==> src/rtl/sub_bytes_seq.sv <==
// sub_bytes_seq: sequential AES byte-substitution engine.
// Substitutes an NBYTES-wide word through LANES shared S-box lookups per cycle,
// taking NBYTES/LANES passes, with valid/ready handshakes on input and output.
// Optional feature macro: INV_SBOX_EN (inverse S-box table, selected per word by in_inv).
module sub_bytes_seq #(
   parameter int unsigned NBYTES = 4,
   parameter int unsigned LANES  = 1
) (
   input  logic                clk,
   input  logic                rst_n,
   input  logic                in_valid,
   output logic                in_ready,
   input  logic [8*NBYTES-1:0] in_data,
   input  logic                in_inv,
   output logic                out_valid,
   input  logic                out_ready,
   output logic [8*NBYTES-1:0] out_data,
   output logic                busy
);

   localparam int unsigned W  = 8 * NBYTES;
   localparam int unsigned P  = NBYTES / LANES;
   localparam int unsigned CW = (P > 1) ? $clog2(P) : 1;
   localparam logic [CW-1:0] LAST = CW'(P - 1);

   // Reject configurations where the lanes do not tile the word exactly
   generate
      if (NBYTES < 1 || NBYTES > 16 || LANES < 1 || (NBYTES % LANES) != 0) begin : g_bad_cfg
         $error("sub_bytes_seq: NBYTES must be 1..16 and divisible by LANES");
      end
   endgenerate

   // Forward S-box, entry 0x00 in the top byte
   localparam logic [2047:0] SBOX_FWD = {
      128'h637c777bf26b6fc53001672bfed7ab76,
      128'hca82c97dfa5947f0add4a2af9ca472c0,
      128'hb7fd9326363ff7cc34a5e5f171d83115,
      128'h04c723c31896059a071280e2eb27b275,
      128'h09832c1a1b6e5aa0523bd6b329e32f84,
      128'h53d100ed20fcb15b6acbbe394a4c58cf,
      128'hd0efaafb434d338545f9027f503c9fa8,
      128'h51a3408f929d38f5bcb6da2110fff3d2,
      128'hcd0c13ec5f974417c4a77e3d645d1973,
      128'h60814fdc222a908846eeb814de5e0bdb,
      128'he0323a0a4906245cc2d3ac629195e479,
      128'he7c8376d8dd54ea96c56f4ea657aae08,
      128'hba78252e1ca6b4c6e8dd741f4bbd8b8a,
      128'h703eb5664803f60e613557b986c11d9e,
      128'he1f8981169d98e949b1e87e9ce5528df,
      128'h8ca1890dbfe6426841992d0fb054bb16
   };

`ifdef INV_SBOX_EN
   // Inverse S-box, entry 0x00 in the top byte
   localparam logic [2047:0] SBOX_INV = {
      128'h52096ad53036a538bf40a39e81f3d7fb,
      128'h7ce339829b2fff87348e4344c4dee9cb,
      128'h547b9432a6c2233dee4c950b42fac34e,
      128'h082ea16628d924b2765ba2496d8bd125,
      128'h72f8f66486689816d4a45ccc5d65b692,
      128'h6c704850fdedb9da5e154657a78d9d84,
      128'h90d8ab008cbcd30af7e45805b8b34506,
      128'hd02c1e8fca3f0f02c1afbd0301138a6b,
      128'h3a9111414f67dcea97f2cfcef0b4e673,
      128'h96ac7422e7ad3585e2f937e81c75df6e,
      128'h47f11a711d29c5896fb7620eaa18be1b,
      128'hfc563e4bc6d279209adbc0fe78cd5af4,
      128'h1fdda8338807c731b11210592780ec5f,
      128'h60517fa919b54a0d2de57a9f93c99cef,
      128'ha0e03b4dae2af5b0c8ebbb3c83539961,
      128'h172b047eba77d626e169146355210c7d
   };

   function automatic logic [7:0] f_inv(input logic [7:0] x);
      return SBOX_INV[{~x, 3'b000} +: 8];
   endfunction
`endif

   function automatic logic [7:0] f_fwd(input logic [7:0] x);
      return SBOX_FWD[{~x, 3'b000} +: 8];
   endfunction

   // Bit offset of the byte handled by a lane in the current pass (byte 0 = MSB)
   function automatic int unsigned f_shift(input logic [CW-1:0] cnt, input int unsigned lane);
      return 8 * (NBYTES - 1 - (32'(cnt) * LANES + lane));
   endfunction

   function automatic logic [7:0] f_pick(input logic [W-1:0] w, input int unsigned sh);
      return 8'(w >> sh);
   endfunction

   function automatic logic [W-1:0] f_place(input logic [W-1:0] w, input logic [7:0] b,
                                            input int unsigned sh);
      return (w & ~(W'(8'hFF) << sh)) | (W'(b) << sh);
   endfunction

   typedef enum logic [1:0] {
      S_IDLE = 2'd0,
      S_BUSY = 2'd1,
      S_DONE = 2'd2
   } state_t;

   state_t         r_state;
   state_t         w_state_nxt;
   logic [W-1:0]   r_work;
   logic [W-1:0]   w_work_nxt;
   logic [CW-1:0]  r_cnt;
   logic           w_load;
   logic           w_pass;

`ifdef INV_SBOX_EN
   logic           r_inv;
`else
   logic           w_unused_inv;
   assign w_unused_inv = in_inv;
`endif

   // State register
   always_ff @(posedge clk or negedge rst_n) begin
      if (!rst_n) begin
         r_state <= S_IDLE;
      end else begin
         r_state <= w_state_nxt;
      end
   end

   // Next-state logic
   always_comb begin
      w_state_nxt = r_state;
      case (r_state)
         S_IDLE:  if (in_valid)       w_state_nxt = S_BUSY;
         S_BUSY:  if (r_cnt == LAST)  w_state_nxt = S_DONE;
         S_DONE:  if (out_ready)      w_state_nxt = S_IDLE;
         default:                     w_state_nxt = S_IDLE;
      endcase
   end

   // Output and datapath-control decode of the registered state
   always_comb begin
      in_ready  = 1'b0;
      out_valid = 1'b0;
      busy      = 1'b0;
      w_load    = 1'b0;
      w_pass    = 1'b0;
      case (r_state)
         S_IDLE: begin
            in_ready = 1'b1;
            w_load   = in_valid;
         end
         S_BUSY: begin
            busy   = 1'b1;
            w_pass = 1'b1;
         end
         S_DONE: begin
            out_valid = 1'b1;
         end
         default: begin
            in_ready = 1'b0;
         end
      endcase
   end

   // Shared S-box lanes: substitute this pass's bytes in place
   always_comb begin
      w_work_nxt = r_work;
      for (int unsigned l = 0; l < LANES; l++) begin
`ifdef INV_SBOX_EN
         w_work_nxt = f_place(w_work_nxt,
                              r_inv ? f_inv(f_pick(r_work, f_shift(r_cnt, l)))
                                    : f_fwd(f_pick(r_work, f_shift(r_cnt, l))),
                              f_shift(r_cnt, l));
`else
         w_work_nxt = f_place(w_work_nxt,
                              f_fwd(f_pick(r_work, f_shift(r_cnt, l))),
                              f_shift(r_cnt, l));
`endif
      end
   end

   // Work register and pass counter; counter saturates at the last pass
   always_ff @(posedge clk or negedge rst_n) begin
      if (!rst_n) begin
         r_work <= '0;
         r_cnt  <= '0;
      end else if (w_load) begin
         r_work <= in_data;
         r_cnt  <= '0;
      end else if (w_pass) begin
         r_work <= w_work_nxt;
         if (r_cnt != LAST) begin
            r_cnt <= r_cnt + CW'(1);
         end
      end
   end

`ifdef INV_SBOX_EN
   // Direction latched with the word so later in_inv changes have no effect
   always_ff @(posedge clk or negedge rst_n) begin
      if (!rst_n) begin
         r_inv <= 1'b0;
      end else if (w_load) begin
         r_inv <= in_inv;
      end
   end
`endif

   assign out_data = r_work;

endmodule

==> config.mk <==
export PLATFORM = sky130hd
export DESIGN_NAME = sub_bytes_seq
export DESIGN_NICKNAME = d
export VERILOG_FILES = /design/src/rtl/sub_bytes_seq.sv
export SDC_FILE = /design/constraint.sdc
export NUM_CORES = 1
export LEC_CHECK = 0
export ABC_CLOCK_PERIOD_IN_PS = 3610
export BUFFER_PORTS_ARGS = -buffer_cell sky130_fd_sc_hd__buf_4
export CORE_ASPECT_RATIO = 1.4
export CORE_UTILIZATION = 35
export DETAILED_ROUTE_END_ITERATION = 8
export PLACE_DENSITY_LB_ADDON = 0.12
export SYNTH_ARGS = -nofsm -noshare
export SYNTH_HDL_FRONTEND = slang
export SYNTH_SLANG_ARGS = --single-unit
==> constraint.sdc <==
create_clock -name clk -period 3.61 [get_ports clk]
set_clock_uncertainty 0.15 [all_clocks]
set_input_delay 0.1805 -clock clk [delete_from_list [all_inputs] [get_ports clk]]
set_output_delay 0.1805 -clock clk [all_outputs]
set_load 0.05 [all_outputs]
### Word-level counts from Yosys, hierarchy flattened

Cells that the tools add are included.

* reduce and logical (&&, ||, !) cells: 5
* equality and inequality tests: 7
* shifts and indexed selects: 4
* mux-type cells: 13
* bitwise logic cells: 4
* add/subtract/negate cells: 2

Operators with widths (number)
* $shiftx A2048 B12 Y8 const A: 1
* $mux W32: 2
* $and A32 B32 Y32: 1
* $not A32 Y32: 1
* $or A32 B32 Y32: 1
* $shl A8 B32 Y32: 1
* $shl A8 B32 Y32 const A: 1
* $shr A32 B32 Y8: 1
* $mux W2: 6
* $ne A2 B2 Y1 const B: 4
* $not A8 Y8: 1
* $pmux W2 S3: 1
* $eq A2 B2 Y1 const B: 2
* $mux W1: 4
* $reduce_bool A2 Y1: 2
* $reduce_and A3 Y1: 1
* $sub A2 B2 Y3 const A: 1
* $add A2 B1 Y2 const B: 1
* $eq A2 B1 Y1 const B: 1
* $logic_not A2 Y1: 1
* $reduce_and A2 Y1: 1

* bits of input ports: 37
* logic and storage cells: 38
* bits in registers: 36

### Depth between registers and ports, before layout

* depth in word-level cells: 8
* depth in mapped cells: 14

### Worst setup path after synthesis

OpenSTA, ideal clock, no wires.

* path type: reg2reg
* from: reg r_work[1] (netlist: out_data[1])
* to: reg r_work[11] (netlist: out_data[11])
* arrival: 3.255 ns
* setup slack: 0.072 ns
* data required time: 3.327 ns
* stages on the path, launching flop included: 11
* path buffers: 3
* cell sequence: dfrtp_1 mux4_2 buf_2 buf_1 ha_1 clkbuf_1 or2_2 a311oi_1 nor3_1 a2111oi_4 o21ai_1

* word-level cells in the longest chain between the ends: 7

RTL lines
* from (decl): line 105 `logic [W-1:0] r_work;`
* from (signal assigned): line 186 `r_work <= in_data;`
* from (signal assigned): line 189 `r_work <= w_work_nxt;`
* $shr A32 B32 Y8: line 89 `return 8'(w >> sh);`
* $not A8 Y8: line 80 `return SBOX_FWD[{~x, 3'b000} +: 8];`
* $shiftx A2048 B12 Y8: line 80
* $shl A8 B32 Y32: line 94 `return (w & ~(W'(8'hFF) << sh)) | (W'(b) << sh);`
* $or A32 B32 Y32: line 94
* $mux W32: line 188 `end else if (w_pass) begin`
* $mux W32: line 185 `end else if (w_load) begin`

No other way between the ends. The select of a mux whose other input is x is not followed.
A chain may end at the register's enable or synchronous reset.

### Worst setup path after layout

* from: reg r_cnt[0]
* to: reg r_work[12] (netlist: out_data[12])

* word-level cells in the longest chain between the ends: 8
* elaborated cells between the ends (all ways): 11

RTL lines
* from (decl): line 107 `logic [CW-1:0] r_cnt;`
* from (signal assigned): line 191 `r_cnt <= r_cnt + CW'(1);`
* $sub A2 B2 Y3 (*): line 85 `return 8 * (NBYTES - 1 - (32'(cnt) * LANES + lane));`
* $shr A32 B32 Y8: line 89
* $not A8 Y8: line 80
* $shiftx A2048 B12 Y8: line 80
* $shl A8 B32 Y32: line 94
* $or A32 B32 Y32 (*): line 94
* $mux W32 (*): line 188
* $mux W32 (*): line 185

Mark *: on every way between the ends. The rest lies on a longest branch, timed or not. The select of a mux whose other input is x is not followed.

==> impl_metrics.csv <==
group,metric,value,unit
status,status,"complete, but fails checks",
status,violations,"hold timing, setup timing",
sta,timing_hold_violations_final,3,
synthesis,syn_nets,818,
global_routing,grt_max_degree,41,
global_routing,grt_first_pass_wirelength,47500,µm
layout,drive_gt1_share,30.2,%
sta,fmax,277,MHz
global_routing,antenna_found_initial,0,
sta,worstMarginPinSlew,750,ps
synthesis,netlist_top_cells_count,"64 x nand2_1, 58 x a21oi_1, 50 x o21ai_0, 42 x nor2_1, 38 x clkbuf_1",
setup_path,crit_path_end_kind,"register",
die,start_util,36.1,%
setup_path,cp.arrival,3610,ps
synthesis,synth_flop_cell,"dfrtp_1",
setup_path,startpoint_type,"register",
route,drc,0,
synthesis,yosysTopAreaCell,"dfrtp_1",
place,portBuffers,70,
route,drt-vias-per-instance,6.84,
synthesis,yosys-top-cells-area,"dfrtp_1 16%, a21oi_1 5.1%, o21ai_0 4.4%, nand2_1 4.2%, ha_1 4.0%",
synthesis,synth_seq_area_share,15.9,%
layout,final_util,48.5,%
synthesis,ys_types,81,
sta,setup_viol,1,
cts,cts_tree,"done",
place,pre_cts_slack,-11.8,ps
synthesis,synth.most_common_cell,"nand2_1",
setup_path,cp_max_fo,30,
global_routing,groute.usage.overall,39.1,%
sta,fin_crit_sh,100,%
route,dr.pass1.iters,6,
die,die_h,152,µm
sta,slew_headroom,50.0,%
place,numPlacedInstances,1103,
die,core,15700,µm²
die,io_pins,72,
min_path,hp-class,"in2reg",
synthesis,ys.warnings.count,0,
synthesis,synthArstFlopShare,100,%
global_routing,overflow,0,
cts,root_buffer,"clkbuf_16",
sta,min_period,3610,ps
sta,hold_slack,-5.18,ps
route,route.antenna.remaining_nets,0,
route,avgRoutedWirePerCell,29.1,µm
run,maxCapViolations,0,
cts,cts.sinks,36,
sta,fin_ws,-3.63,ps
synthesis,avgSynthCellArea,7.42,µm²
synthesis,synth_edf_count,0,
synthesis,syn_inst,763,
min_path,min_path_cells,3,
layout,final_cells,1119,
layout,num_antenna_cells,0,
setup_path,cp.required,3610,ps
cts,htree_levels,2,
synthesis,synth_area,5660,µm²
sta,rsz0062_at_grt,"no",
route,vias,7658,
route,drtIter0Drc,894,
route,finalWirelength,32600,µm
layout,syn2layout_area_growth,34.2,%
place,hpwl,24200,µm
cts,clk_pin_slew_worst_paths,60,ps
cts,cts_buffers,5,
cts,clk_latency,280,ps
synthesis,synth_seq_cells,36,
setup_path,critPathKind,"reg2reg",
place,routabilityCongestion,1.05,
die,die_w,109,µm
synthesis,netlist.area_leader.share,15.9,%
die,num_rows,54,
sta,slew_viol_final,0,
global_routing,grt_pass1_vias,7391,
cts,cts_buffer_depth,2,
setup_path,r2r_cells,11,
die,dieArea,16700,µm²
layout,nNetsFinal,978,
[cells in the final DEF, fill, tap and decap left out, types with 6 or more instances in the layout]
| cell type | synthesis | routed |
|---|---|---|
| o22ai_1 | 8 | 8 |
| ha_1 | 18 | 18 |
| o221ai_1 | 12 | 12 |
| nand3_1 | 36 | 36 |
| a22oi_1 | 25 | 25 |
| mux2_2 | 6 | 6 |
| mux4_2 | 8 | 8 |
| dlygate4sd3_1 | 0 | 6 |
| a21oi_1 | 58 | 58 |
| nor2b_1 | 14 | 13 |
| o2111ai_1 | 6 | 6 |
| nor3_1 | 12 | 11 |
| nand2b_1 | 31 | 31 |
| inv_1 | 16 | 15 |
| buf_4 | 3 | 215 |
| a311oi_1 | 10 | 10 |
| a31oi_1 | 20 | 20 |
| a221oi_1 | 8 | 8 |
| o21ai_0 | 50 | 49 |
| o31ai_1 | 8 | 8 |
| dfrtp_1 | 36 | 34 |
| a211oi_1 | 11 | 11 |
| o211ai_1 | 15 | 15 |
| buf_12 | 0 | 12 |
| nand4_1 | 7 | 7 |
| nor2_1 | 42 | 42 |
| o21ai_1 | 24 | 25 |
| mux2i_1 | 19 | 19 |
| nand2_1 | 64 | 64 |
[worst paths after layout]
kind	to	start	slack, ps
setup / recovery	out_data[12]	r_cnt[0]	-4
hold / removal	out_data[5]	in_data[5]	-5
setup reg to reg	out_data[12]	r_cnt[0]	-4
hold reg to reg	out_data[22]	out_data[22]	420
max in group asynchronous	r_cnt[1]	rst_n	2710
min in group asynchronous	out_data[0]	rst_n	250
[logic make-up (layout without fill, tap and decap cells)]
kind of cell | after synthesis | count (layout) | share of synthesized area [%]
and+or+nand+nor | 241 | 241 | 21.4
DFF | 36 | 36 | 15.9
adders and majority gates | 18 | 18 | 3.98
muxes | 34 | 35 | 7.94
xor gates and xnor gates | 5 | 5 | 0.907
AOI/OAI and AO/OA | 329 | 329 | 41.2
buffers and inverters | 100 | 259 | 8.71
[sequential cells by signal, indices dropped and copies added, names as in the netlist]
register / flops
r_cnt: 2
r_state: 2
out_data: 32
[per-stage QoR]
| stage | hold slack, ps | area, µm² | setup TNS (ps) |
|---|---|---|---|
| CTS | 0.446 | 7520 | 0 |
| finish | -5.18 | 7600 | -3.63 |
| global placement | 15.5 | 7330 | -305 |
| global route | 13.5 | 7600 | 0 |
| detailed placement | 18.8 | 7330 | -15.0 |
| floorplan | -265 | 5660 | 0 |
[what timing repair did]
action                                  in CTS  in global routing
cloned                                       0                  1
hold endpoints to repair                    41                  0
resized for setup                            1                 12
hold buffers                                 6                  0
buffers inserted                             0                  2
endpoints found under the setup margin       4                 22
[routing by layer]
layer	routed length (µm)	vias up	global-route usage [%]
met5	0	-	0
met1	11200	3610	45.8
li1	-	3298	-
met2	15100	576	63.1
met3	3230	174	6.12
met4	3130	0	29.0
[worst max-delay path, cell delays in order (launching register included)]
cell	delay, ps
dfrtp_2	410
buf_4	190
buf_4	240
mux4_2	550
buf_12	200
buf_12	170
nor2b_1	330
nand4b_1	440
nand3_1	240
o21ai_1	120
o21ai_1	280
o31ai_1	150
[layout make-up]
cell class | count | area [µm²]
multi-input combinational | 628 | 4330
clock inverter | 1 | 5.00
fill | 1601 | 8080
tap | 196 | 245
clock buffer | 6 | 129
inverter | 19 | 72.6
timing repair buffer | 233 | 1910
sequential | 36 | 903
Power is not shown: default switching activity piles up to over one toggle a cycle in this logic, so the estimate is an artifact.
